<file path="src/rtl/mips_cpu_muldiv_pkg.sv">
// Shared types and op-decode helpers for the multiply/divide unit.
package mips_cpu_muldiv_pkg;

  typedef enum logic [2:0] {
    OP_MULT  = 3'd0,
    OP_MULTU = 3'd1,
    OP_DIV   = 3'd2,
    OP_DIVU  = 3'd3,
    OP_MADD  = 3'd4,
    OP_MADDU = 3'd5,
    OP_MSUB  = 3'd6,
    OP_MSUBU = 3'd7
  } muldiv_op_t;

  typedef enum logic [1:0] {
    IDLE = 2'd0,
    RUN  = 2'd1,
    FIX  = 2'd2
  } muldiv_state_t;

  function automatic logic is_signed_op(input muldiv_op_t op);
    case (op)
      OP_MULT, OP_DIV, OP_MADD, OP_MSUB: is_signed_op = 1'b1;
      default:                           is_signed_op = 1'b0;
    endcase
  endfunction

  function automatic logic is_div_op(input muldiv_op_t op);
    case (op)
      OP_DIV, OP_DIVU: is_div_op = 1'b1;
      default:         is_div_op = 1'b0;
    endcase
  endfunction

  function automatic logic is_acc_op(input muldiv_op_t op);
    case (op)
      OP_MADD, OP_MADDU, OP_MSUB, OP_MSUBU: is_acc_op = 1'b1;
      default:                              is_acc_op = 1'b0;
    endcase
  endfunction

  function automatic logic is_sub_op(input muldiv_op_t op);
    case (op)
      OP_MSUB, OP_MSUBU: is_sub_op = 1'b1;
      default:           is_sub_op = 1'b0;
    endcase
  endfunction

endpackage

</file>
<file path="src/rtl/mips_cpu_muldiv_divider.sv">
// Iterative restoring divider on unsigned magnitudes, one quotient bit per enabled step.
module mips_cpu_divider #(
  parameter int WIDTH = 32
) (
  input  logic             clk,
  input  logic             reset,
  input  logic             load,
  input  logic             step_en,
  input  logic [WIDTH-1:0] dividend,
  input  logic [WIDTH-1:0] divisor,
  output logic [WIDTH-1:0] quotient,
  output logic [WIDTH-1:0] remainder
);

  logic [WIDTH-1:0] rem_r;
  logic [WIDTH-1:0] quo_r;
  logic [WIDTH-1:0] dvs_r;
  logic [WIDTH:0]   trial_s;

  // Partial remainder with the next dividend bit shifted in, minus the divisor.
  assign trial_s = {rem_r, quo_r[WIDTH-1]} - {1'b0, dvs_r};

  // Load operands, then shift one quotient bit in per step.
  always_ff @(posedge clk) begin
    if (reset) begin
      rem_r <= '0;
      quo_r <= '0;
      dvs_r <= '0;
    end else if (load) begin
      rem_r <= '0;
      quo_r <= dividend;
      dvs_r <= divisor;
    end else if (step_en) begin
      if (!trial_s[WIDTH]) begin
        rem_r <= trial_s[WIDTH-1:0];
        quo_r <= {quo_r[WIDTH-2:0], 1'b1};
      end else begin
        rem_r <= {rem_r[WIDTH-2:0], quo_r[WIDTH-1]};
        quo_r <= {quo_r[WIDTH-2:0], 1'b0};
      end
    end else begin
      rem_r <= rem_r;
      quo_r <= quo_r;
    end
  end

  assign quotient  = quo_r;
  assign remainder = rem_r;

endmodule

</file>
<file path="src/rtl/mips_cpu_muldiv.sv">
// Multiply/divide unit with HI/LO registers; WIDTH-step iterative datapath with busy stall.
// Define MIPS_CPU_MULDIV_MADD_EN to enable MADD/MADDU/MSUB/MSUBU (op codes 4-7).
module mips_cpu_muldiv
  import mips_cpu_muldiv_pkg::*;
#(
  parameter int WIDTH = 32
) (
  input  logic             clk,
  input  logic             reset,
  input  logic             start,
  input  logic [2:0]       op,
  input  logic [WIDTH-1:0] a,
  input  logic [WIDTH-1:0] b,
  input  logic [WIDTH-1:0] data_hi,
  input  logic [WIDTH-1:0] data_lo,
  input  logic             hi_en,
  input  logic             lo_en,
  output logic             busy,
  output logic [WIDTH-1:0] read_hi,
  output logic [WIDTH-1:0] read_lo,
  output logic             div_by_zero
);

  localparam int CW = $clog2(WIDTH);
  localparam logic [WIDTH-1:0]   ONE_W  = WIDTH'(1);
  localparam logic [2*WIDTH-1:0] ONE_2W = (2*WIDTH)'(1);

  muldiv_state_t      state_r;
  muldiv_op_t         op_s, op_r;
  logic [CW-1:0]      count_r;
  logic               busy_r, div_by_zero_r, dz_r, neg_lo_r, neg_hi_r;
  logic [WIDTH-1:0]   hi_r, lo_r, a_raw_r, mcand_r;
  logic [2*WIDTH-1:0] prod_r, prod_step_s, prod_signed_s, mul_res_s;
  logic [WIDTH:0]     add_s;
  logic               op_ok_s, start_ok_s, a_neg_s, b_neg_s;
  logic [WIDTH-1:0]   a_mag_s, b_mag_s, quo_s, rem_s, quo_fix_s, rem_fix_s;
  logic [WIDTH-1:0]   fix_hi_s, fix_lo_s;
`ifdef MIPS_CPU_MULDIV_MADD_EN
  logic [2*WIDTH-1:0] acc_r;
`endif

  assign op_s = muldiv_op_t'(op);

  // Decode which op codes this build executes.
  always_comb begin
    op_ok_s = 1'b0;
    case (op_s)
      OP_MULT, OP_MULTU, OP_DIV, OP_DIVU: op_ok_s = 1'b1;
`ifdef MIPS_CPU_MULDIV_MADD_EN
      OP_MADD, OP_MADDU, OP_MSUB, OP_MSUBU: op_ok_s = 1'b1;
`endif
      default: op_ok_s = 1'b0;
    endcase
  end

  assign start_ok_s = (state_r == IDLE) && start && op_ok_s;
  assign a_neg_s    = is_signed_op(op_s) & a[WIDTH-1];
  assign b_neg_s    = is_signed_op(op_s) & b[WIDTH-1];
  assign a_mag_s    = a_neg_s ? (~a + ONE_W) : a;
  assign b_mag_s    = b_neg_s ? (~b + ONE_W) : b;

  // Shift-add step: add multiplicand into the upper half when the LSB is set, then shift right.
  assign add_s       = {1'b0, prod_r[2*WIDTH-1:WIDTH]} + (prod_r[0] ? {1'b0, mcand_r} : '0);
  assign prod_step_s = {add_s, prod_r[WIDTH-1:1]};

  mips_cpu_divider #(.WIDTH(WIDTH)) u_divider (
    .clk       (clk),
    .reset     (reset),
    .load      (start_ok_s && is_div_op(op_s)),
    .step_en   ((state_r == RUN) && is_div_op(op_r)),
    .dividend  (a_mag_s),
    .divisor   (b_mag_s),
    .quotient  (quo_s),
    .remainder (rem_s)
  );

  // Sign correction and result selection for the FIX writeback.
  always_comb begin
    prod_signed_s = neg_lo_r ? (~prod_r + ONE_2W) : prod_r;
    mul_res_s     = prod_signed_s;
`ifdef MIPS_CPU_MULDIV_MADD_EN
    if (is_acc_op(op_r)) begin
      if (is_sub_op(op_r)) begin
        mul_res_s = acc_r - prod_signed_s;
      end else begin
        mul_res_s = acc_r + prod_signed_s;
      end
    end else begin
      mul_res_s = prod_signed_s;
    end
`endif
    quo_fix_s = neg_lo_r ? (~quo_s + ONE_W) : quo_s;
    rem_fix_s = neg_hi_r ? (~rem_s + ONE_W) : rem_s;
    if (!is_div_op(op_r)) begin
      fix_hi_s = mul_res_s[2*WIDTH-1:WIDTH];
      fix_lo_s = mul_res_s[WIDTH-1:0];
    end else if (dz_r) begin
      fix_hi_s = a_raw_r;
      fix_lo_s = '1;
    end else begin
      fix_hi_s = rem_fix_s;
      fix_lo_s = quo_fix_s;
    end
  end

  // Control FSM, HI/LO registers and registered status outputs.
  always_ff @(posedge clk) begin
    if (reset) begin
      state_r       <= IDLE;
      count_r       <= '0;
      busy_r        <= 1'b0;
      div_by_zero_r <= 1'b0;
      dz_r          <= 1'b0;
      neg_lo_r      <= 1'b0;
      neg_hi_r      <= 1'b0;
      op_r          <= OP_MULT;
      hi_r          <= '0;
      lo_r          <= '0;
      a_raw_r       <= '0;
      mcand_r       <= '0;
      prod_r        <= '0;
`ifdef MIPS_CPU_MULDIV_MADD_EN
      acc_r         <= '0;
`endif
    end else begin
      div_by_zero_r <= 1'b0;
      case (state_r)
        IDLE: begin
          if (hi_en) hi_r <= data_hi;
          if (lo_en) lo_r <= data_lo;
          if (start_ok_s) begin
            state_r  <= RUN;
            count_r  <= CW'(WIDTH-1);
            busy_r   <= 1'b1;
            op_r     <= op_s;
            neg_lo_r <= a_neg_s ^ b_neg_s;
            neg_hi_r <= a_neg_s;
            dz_r     <= is_div_op(op_s) && (b == '0);
            a_raw_r  <= a;
            mcand_r  <= a_mag_s;
            prod_r   <= {{WIDTH{1'b0}}, b_mag_s};
`ifdef MIPS_CPU_MULDIV_MADD_EN
            acc_r    <= {hi_r, lo_r};
`endif
          end
        end
        RUN: begin
          prod_r <= prod_step_s;
          if (count_r == '0) begin
            state_r <= FIX;
          end else begin
            count_r <= count_r - CW'(1);
          end
        end
        FIX: begin
          hi_r          <= fix_hi_s;
          lo_r          <= fix_lo_s;
          busy_r        <= 1'b0;
          div_by_zero_r <= dz_r;
          state_r       <= IDLE;
        end
        default: state_r <= IDLE;
      endcase
    end
  end

  assign busy        = busy_r;
  assign read_hi     = hi_r;
  assign read_lo     = lo_r;
  assign div_by_zero = div_by_zero_r;

endmodule

</file>
<file path="config.mk">
export PLATFORM = sky130hd
export DESIGN_NAME = mips_cpu_muldiv
export DESIGN_NICKNAME = d
export VERILOG_FILES = /design/src/rtl/mips_cpu_muldiv_pkg.sv /design/src/rtl/mips_cpu_muldiv_divider.sv /design/src/rtl/mips_cpu_muldiv.sv
export SDC_FILE = /design/constraint.sdc
export NUM_CORES = 1
export LEC_CHECK = 0
export CELL_PAD_IN_SITES_DETAIL_PLACEMENT = 2
export CELL_PAD_IN_SITES_GLOBAL_PLACEMENT = 2
export CORE_MARGIN = 2
export CORE_UTILIZATION = 34
export CTS_CLUSTER_DIAMETER = 200
export DETAILED_ROUTE_END_ITERATION = 10
export MAX_ROUTING_LAYER = met4
export PLACE_DENSITY = 0.8
export SLEW_MARGIN = 30
export SYNTH_ARGS = -nofsm -noshare
export SYNTH_HDL_FRONTEND = slang
export SYNTH_HIERARCHICAL = 1
export SYNTH_SLANG_ARGS = --single-unit
export TNS_END_PERCENT = 1
</file>
<file path="constraint.sdc">
create_clock -name clk -period 4.19 [get_ports clk]
set_clock_uncertainty 0.05 [all_clocks]
set_input_delay 0.6285 -clock clk [delete_from_list [all_inputs] [get_ports clk]]
set_output_delay 0.6285 -clock clk [all_outputs]
set_load 0.03 [all_outputs]
</file>
Yosys cells after proc, flatten, opt, wreduce, memory -nomap -nowiden
Index checks and enable logic that the tools add are counted.
{"block": "op_classes", "addsub": 8, "n_eq_ne": 14, "n_mux": 35, "n_bitwise": 9, "reduce_logical": 25}
{"operator": "$mux 32", "count": 14}
{"operator": "$add 32x1->32 const B", "count": 4}
{"operator": "$mux 64", "count": 2}
{"operator": "$not 32->32", "count": 4}
{"operator": "$pmux 32 s2", "count": 2}
{"operator": "$pmux 64 s2", "count": 1}
{"operator": "$add 64x1->64 const B", "count": 1}
{"operator": "$not 64->64", "count": 1}
{"operator": "$add 32x32->33", "count": 1}
{"operator": "$sub 33x32->33", "count": 1}
{"operator": "$logic_not 32->1", "count": 1}
{"operator": "$eq 3x2->1 const B", "count": 4}
{"operator": "$reduce_and 2->1", "count": 6}
{"operator": "$mux 5", "count": 2}
{"operator": "$pmux 5 s2", "count": 1}
{"operator": "$mux 1", "count": 9}
{"operator": "$ne 2x2->1 const B", "count": 4}
{"operator": "$reduce_or 2->1", "count": 4}
{"operator": "$reduce_or 4->1", "count": 2}
{"operator": "$eq 3x3->1 const B", "count": 2}
{"operator": "$reduce_bool 2->1", "count": 3}
{"operator": "$logic_and 1x1->1", "count": 5}
{"operator": "$logic_not 5->1", "count": 1}
{"operator": "$sub 5x1->5 const B", "count": 1}
{"operator": "other kinds (13)", "count": 15}
{"block": "word_totals", "reg_bits": 303, "in_bits": 136, "out_inout_bits": 66}

Depth between registers and ports, before layout
Gate-level depths: netlist of run 1.
{"block": "logic_depth", "word_depth": 8, "mapped_depth": 14}

By module
Netlist of run 1, hierarchy kept.
{"mod": "mips_cpu_muldiv", "n_inst": 1, "cells_per_inst": 1937, "area_each_um2": 14326.2, "seq_area_each_um2": 4103.9}
{"mod": "mips_cpu_divider", "n_inst": 1, "cells_per_inst": 720, "area_each_um2": 5804.3, "seq_area_each_um2": 1921.8}

Least setup slack after synthesis of run 1
No wires, ideal clock.
{"block": "synth_timing", "kind": "reg2reg", "start": "register prod_r[4]", "end": "register hi_r[25], in the netlist read_hi[25]", "setup_time_ns": 0.114, "arrival_time_ns": 3.166, "setup_slack_ns": 0.860, "stages_incl_launch_ff": 11, "synth_period_minus_slack_ns": 3.330, "path_cell_list": "dfxtp_1 > or4_1 > buf_2 > or4_4 > or4_4 > buf_6 > or4_4 > o31ai_4 > xor2_1 > a221oi_1 > a21o_1"}
{"block": "synth_between", "elab_chain_len": 5}
{"element": "from (decl)", "line_no": "mips_cpu_muldiv.sv:33", "rtl": "logic [2*WIDTH-1:0] prod_r, prod_step_s, prod_signed_s, mul_res_s;"}
{"element": "from (signal assigned)", "line_no": "mips_cpu_muldiv.sv:141", "rtl": "prod_r <= {{WIDTH{1'b0}}, b_mag_s};"}
{"element": "from (signal assigned)", "line_no": "mips_cpu_muldiv.sv:148", "rtl": "prod_r <= prod_step_s;"}
{"element": "$not 64->64", "line_no": "mips_cpu_muldiv.sv:79", "rtl": "prod_signed_s = neg_lo_r ? (~prod_r + ONE_2W) : prod_r;"}
{"element": "$add 64x1->64", "line_no": "mips_cpu_muldiv.sv:79"}
{"element": "$mux 64", "line_no": "mips_cpu_muldiv.sv:79"}
{"element": "$mux 32", "line_no": "mips_cpu_muldiv.sv:94", "rtl": "if (!is_div_op(op_r)) begin"}
{"element": "$pmux 32 s2", "line_no": "mips_cpu_muldiv.sv:127", "rtl": "case (state_r)"}
{"element": "to (signal assigned)", "line_no": "mips_cpu_muldiv.sv:129", "rtl": "if (hi_en) hi_r <= data_hi;"}
{"element": "to (signal assigned)", "line_no": "mips_cpu_muldiv.sv:156", "rtl": "hi_r <= fix_hi_s;"}
{"element": "to (decl)", "line_no": "mips_cpu_muldiv.sv:32", "rtl": "logic [WIDTH-1:0] hi_r, lo_r, a_raw_r, mcand_r;"}
No other way between the ends.
A chain may end at the register's enable or synchronous reset.

Final worst setup path of run 1
{"block": "layout_timing", "start": "register prod_r[4]", "end": "register hi_r[27], in the netlist read_hi[27]"}
The elaborated chain is that of the path after synthesis.

==> results of run 1 <==
## cell families after synthesis
family                   count (synthesis)  synth area share, %
AND/OR/NAND/NOR                        945                 21.7
AO/OA/AOI/OAI                          772                 24.3
flip-flops                             301                 29.9
buffers and inverters                  250                 5.18
XOR/XNOR                               227                 9.88
multiplexers                            89                 4.43
adder cells (fa/ha/maj)                 73                 4.61
## through the flow
step                util [%]  cell area, sq um  setup WS [ps]  hold WS [ps]  cells
finish                  41.2             24200            530           410   3581
global route            41.2             24200            359           437   3581
CTS                     41.1             24200            573           413   3578
global placement        38.8             22800            487           390   3505
detailed placement      38.8             22800            335           405   3505
floorplan                  -             20100            860           381   2657
## flip-flops by register name, indices dropped and copies added, names as in the netlist
register and count:
read_hi 32, state_r 2, div_by_zero 1, u_divider/remainder 32
prod_r 64, dz_r 1, read_lo 32, busy 1
mcand_r 31, u_divider/dvs_r 32, count_r 5, a_raw_r 32
neg_lo_r 1, u_divider/quotient 32, neg_hi_r 1, op_r 2
## power breakdown
group          switching, W  internal [W]
registers          0.000183       0.00302
clock network       0.00146       0.00222
logic               0.00135      0.000798
## area by class of cell
cell class,count,area [sq um]
flip-flops and latches,301,6030
clock inverters,14,206
repair buffers,250,2430
well taps,773,967
multi-input cells,2106,13100
fillers,6781,34600
clock buffers,59,1150
diodes,1,2.50
inverters,77,290
## worst max-delay path by stage
stage / to / slack (ps) / cells past startpoint
after global placement: prod_r[23] / 490 / 9
after CTS: read_hi[19] / 570 / 8
after detailed placement: prod_r[26] / 330 / 8
final: read_hi[27] / 530 / 7
after global routing: prod_r[60] / 360 / 11
after floorplan: read_hi[25] / 860 / 10
## critical path, delay by kind of cell, from the launching register on
kind	cells	cell delay (ps)
compound gates	3	720
flops	1	370
simple gates	4	2370
## layer usage
layer / GRT usage (%) / up-vias / share of wire (%)
met4: 13.1 / 0 / 4.4
li1: - / 9727 / -
met1: 39.7 / 10700 / 44
met2: 50.3 / 535 / 47
met3: 3.56 / 160 / 4.6
met5: - / - / 0
## cells in the final DEF, fill, tap and decap left out, types with 46 or more instances in the layout
master and n:
mux2i_1 88, buf_4 46, nor3_1 82, xor2_1 131, xnor2_1 95, a22oi_1 54, o21ai_0 182, dfxtp_1 297
inv_1 75, clkdlybuf4s50_1 200, ha_1 71, nor2_1 293, a21oi_1 257, nand2_1 305, o31ai_1 48
==> impl_metrics.json, run 1 <==
{
  "port_buffers": 201,
  "worstSkewPairLatency_ps": 590,
  "criticalPathCategory": "reg2reg",
  "status": "completed",
  "cp-start-kind": "flop",
  "yosys.area.top_type": "dfxtp_1",
  "ys.warnings.count": 6,
  "root_buffer": "clkbuf_16",
  "syn_nets": 2866,
  "grt.total_usage_pct": 31.3,
  "cts_inserted_buffers": 40,
  "ys_seq_elements": 301,
  "maxSlewViolCount": 0,
  "routed_wl_mm": 94.5,
  "die_y_um": 247,
  "fin_crit_sh_pct": 87.4,
  "syn_to_final_growth_pct": 20.3,
  "cpMostUsedCell": "or4_4",
  "reg2reg_from": "prod_r[4]",
  "slowest_delay_ps": 650,
  "synth_top_cells_by_area": "dfxtp_1 (30%), a21oi_1 (6.4%), xor2_1 (5.7%)",
  "die_w_um": 247,
  "slowest_stage": "or4_1",
  "power_density_nw_per_um2": 373,
  "grt_pass1_wl_mm": 142,
  "drv_cap": 0,
  "synth_top_flop_cell": "dfxtp_1",
  "finalSetupTns_ps": 0,
  "dr.pass1.iters": 7,
  "period_needed_ps": 3660,
  "hold_class": "reg2reg",
  "r2r_end": "read_hi[27]",
  "drc": 0,
  "yosysSeqAreaShare_pct": 29.9,
  "startpoint": "prod_r[4]",
  "drtIter0Drc": 1444,
  "ys_types": 84,
  "p_total_w": 0.00902,
  "r2r_cells": 7,
  "final_nets": 2985,
  "antenna_found_initial": 2,
  "dieArea_sq_um": 61200,
  "max_slew.worst_pin.slew_ps": 978,
  "antenna_left": 0,
  "via_per_inst": 5.90,
  "synth_cells": 2657,
  "cts-resized-gates": 0,
  "clk_path_buf_depth": 3,
  "hold_path.startpoint": "a_raw_r[30]",
  "start_util_pct": 34.2,
  "yosysMostFrequentCell": "nand2_1",
  "grt_start_max_net_pins": 100,
  "synth_enable_flop_cells": 0,
  "cts_num_sinks": 301,
  "max_freq_mhz": 273,
  "crit_chain": "or4_1, or4_4, or4_4, or4_4, o22ai_1, a211oi_2, o41ai_2",
  "vdd_ir_drop_max_uv": 256,
  "yosys-top-cells-count": "nand2_1 (305), dfxtp_1 (301), nor2_1 (296)",
  "drive_above_1_share_pct": 5.91,
  "core-area_sq_um": 58800,
  "rsz0062_at_grt": "no",
  "regToRegSetupSlack_ps": 530,
  "crit_required_ps": 4610,
  "ios": 202,
  "cts_tree": "yes",
  "hold_buffers": 0,
  "dp.final_hpwl_mm": 71.2,
  "end_kind": "flop",
  "netlist.area_leader.share_pct": 29.9,
  "ys_async_sr_fraction_pct": 0,
  "finalHoldViolCount": 0,
  "core.rowCount": 89,
  "worst-endpoint-arrival_ps": 4080,
  "grt_overflow_total": 0,
  "power_leakage_nw": 9.40,
  "setup-violations-final": 0,
  "grt_pass1_vias": 22500,
  "synth_area_sq_um": 20100,
  "clk_pin_slew_worst_paths_ps": 60,
  "place_congestion": 0.923,
  "slew_headroom_pct": 34.7,
  "h-tree-depth": 2,
  "crit_fanout": 9,
  "wl_per_cell_um": 26.4,
  "postCtsSetupRepairBufs": 0,
  "vias": 21100,
  "min_to": "a_raw_r[30]",
  "avgSynthCellArea_sq_um": 7.58,
  "hold_depth": 2
}
Note: power is estimated with default switching activity, not from simulation.
==> inputs of run 2 (changes only) <==
--- a/config.mk
+++ b/config.mk
@@ -11,6 +11,7 @@
 export CORE_UTILIZATION = 34
 export CTS_CLUSTER_DIAMETER = 200
 export DETAILED_ROUTE_END_ITERATION = 10
+export GPL_ROUTABILITY_DRIVEN = 0
 export MAX_ROUTING_LAYER = met4
 export PLACE_DENSITY = 0.8
 export SLEW_MARGIN = 30
==> run 2 against run 1 <==
Hold slack gained 6.8 ps. Global-route usage shrank 0.59 points. Critical path type unchanged. Design area is essentially flat. Maximum frequency shrank 2.0%. Sequential cell count is the same.
==> impl_metrics.json, run 2 (synthesis results as in run 1) <==
{
  "final_cell_count_no_fill": 3581,
  "p_total_w": 0.00897,
  "cts_tree": "yes",
  "crit_fanout": 9,
  "routed_wl_mm": 93.0,
  "hold_buffers": 0,
  "antenna_left": 0,
  "h-tree-depth": 2,
  "drtIter0Drc": 1316,
  "hold_path.startpoint": "a_raw_r[27]",
  "netSwitchingPower_w": 0.00300,
  "dieArea_sq_um": 61200,
  "dp_cells": 3504,
  "seqPwrFrac_pct": 35.6,
  "core-area_sq_um": 58800,
  "p_clk_share_pct": 40.3,
  "final_cell_mix": "nand2_1 (305), dfxtp_1 (297), nor2_1 (293)",
  "grt.total_usage_pct": 30.7,
  "drv_cap": 0,
  "grt_overflow_total": 0,
  "drc": 0,
  "hold_class": "reg2reg",
  "ios": 202,
  "dr.pass1.iters": 5,
  "cp-start-kind": "flop",
  "fin_crit_sh_pct": 89.1,
  "rsz0062_at_grt": "no",
  "setup-violations-final": 0,
  "die_y_um": 247,
  "die_w_um": 247,
  "setup_ws_ps": 455,
  "r2r_cells": 8,
  "place_area_sq_um": 22800,
  "drive_above_1_share_pct": 6.23,
  "dpl_worst_slack_ps": 363,
  "stdcell_area_sq_um": 24200,
  "switching_share_pct": 33.5,
  "via_per_inst": 5.94,
  "clk_pin_slew_worst_paths_ps": 60,
  "status": "completed",
  "max_slew.worst_pin.slew_ps": 1010,
  "power_density_nw_per_um2": 370,
  "finalHoldViolCount": 0,
  "wl_per_cell_um": 26.0,
  "cts-resized-gates": 0,
  "core.rowCount": 89,
  "start_util_pct": 34.2,
  "power_leakage_nw": 9.41,
  "antenna_found_initial": 1,
  "cts_inserted_buffers": 41,
  "period_needed_ps": 3730,
  "internal_power_w": 0.00597,
  "regToRegSetupSlack_ps": 460,
  "hold_depth": 2,
  "grt_pass1_vias": 22400,
  "final_common_cell": "nand2_1",
  "vdd_ir_drop_max_uv": 257,
  "criticalPathCategory": "reg2reg",
  "largest_reg_flops": 64,
  "worst-endpoint-arrival_ps": 4150,
  "regMostFlops": "prod_r",
  "p_comb_share_pct": 24.0,
  "syn_to_final_growth_pct": 20.3,
  "min_to": "a_raw_r[27]",
  "crit_required_ps": 4600,
  "port_buffers": 201,
  "reg2reg_from": "prod_r[4]",
  "root_buffer": "clkbuf_16",
  "grt_pass1_wl_mm": 140,
  "end_kind": "flop",
  "cts_num_sinks": 301,
  "vias": 21300,
  "clk_path_buf_depth": 3,
  "final_nets": 2985,
  "maxSlewViolCount": 0,
  "grt_start_max_net_pins": 98,
  "worstSkewPairLatency_ps": 580,
  "slew_headroom_pct": 32.7,
  "max_freq_mhz": 268,
  "finalSetupTns_ps": 0,
  "r2r_end": "read_hi[25]",
  "postCtsSetupRepairBufs": 0,
  "dp.final_hpwl_mm": 70.6
}
==> run 2: changes by cell type in the layout (fill, tap and decap cells not counted), moves of 2 or more <==
cell       previous run  this run
buf_4                46        44
clkinv_2              7        13
clkbuf_8              7        10
bufinv_16             5         3
clkbuf_1             12         4
==> run 2: worst max path at each step <==
stage / startpoint / to / cells after the start / slack (ps)
4_1_cts: prod_r[4] / read_hi[25] / 8 / 520
6_report: prod_r[4] / read_hi[25] / 8 / 460
3_3_place_gp: b[3] / prod_r[23] / 9 / 500
3_5_place_dp: b[3] / prod_r[23] / 9 / 360
2_1_floorplan: prod_r[4] / read_hi[25] / 10 / 860
5_1_grt: prod_r[0] / prod_r[59] / 11 / 300
==> run 2: cell type report <==
cell class                 count  area (sq um)
clock buffer                  54          1160
clock inverter                20           193
fill                        6663         34600
multi-input combinational   2106         13100
sequential                   301          6030
antenna                        1          2.50
inverter                      77           290
tap                          773           967
timing repair buffer         249          2430
==> run 2: critical path, stage by stage, from the launching register on <==
cell and delay (ps):
dfxtp_1 370, or4_1 650, or4_4 630, or4_4 590, or4_4 500, o31ai_4 190, xor2_1 300, a221oi_1 130
a21o_1 200
==> run 2: stage by stage <==
stage          util (%)  hold slack, ps
2_1_floorplan         -             381
3_3_place_gp       38.8             393
3_5_place_dp       38.8             399
4_1_cts            41.1             408
5_1_grt            41.2             440
6_report           41.2             417
==> run 2: metal layers <==
metal	track usage, %	part of all wire (%)	vias up
met1	39.3	45	10800
met4	12.3	4.2	0
li1	-	-	9725
met5	-	0	-
met2	49.3	47	545
met3	3.19	4.1	165
==> run 2: power by group through the flow <==
stage	sequential [W]	combinational (W)	clock, W
2_1_floorplan	0.00327	0.00123	0
3_3_place_gp	0.00324	0.00204	0
3_5_place_dp	0.00325	0.00211	0
4_1_cts	0.00319	0.00213	0.00367
5_1_grt	0.00321	0.00232	0.00379
6_report	0.00319	0.00216	0.00362
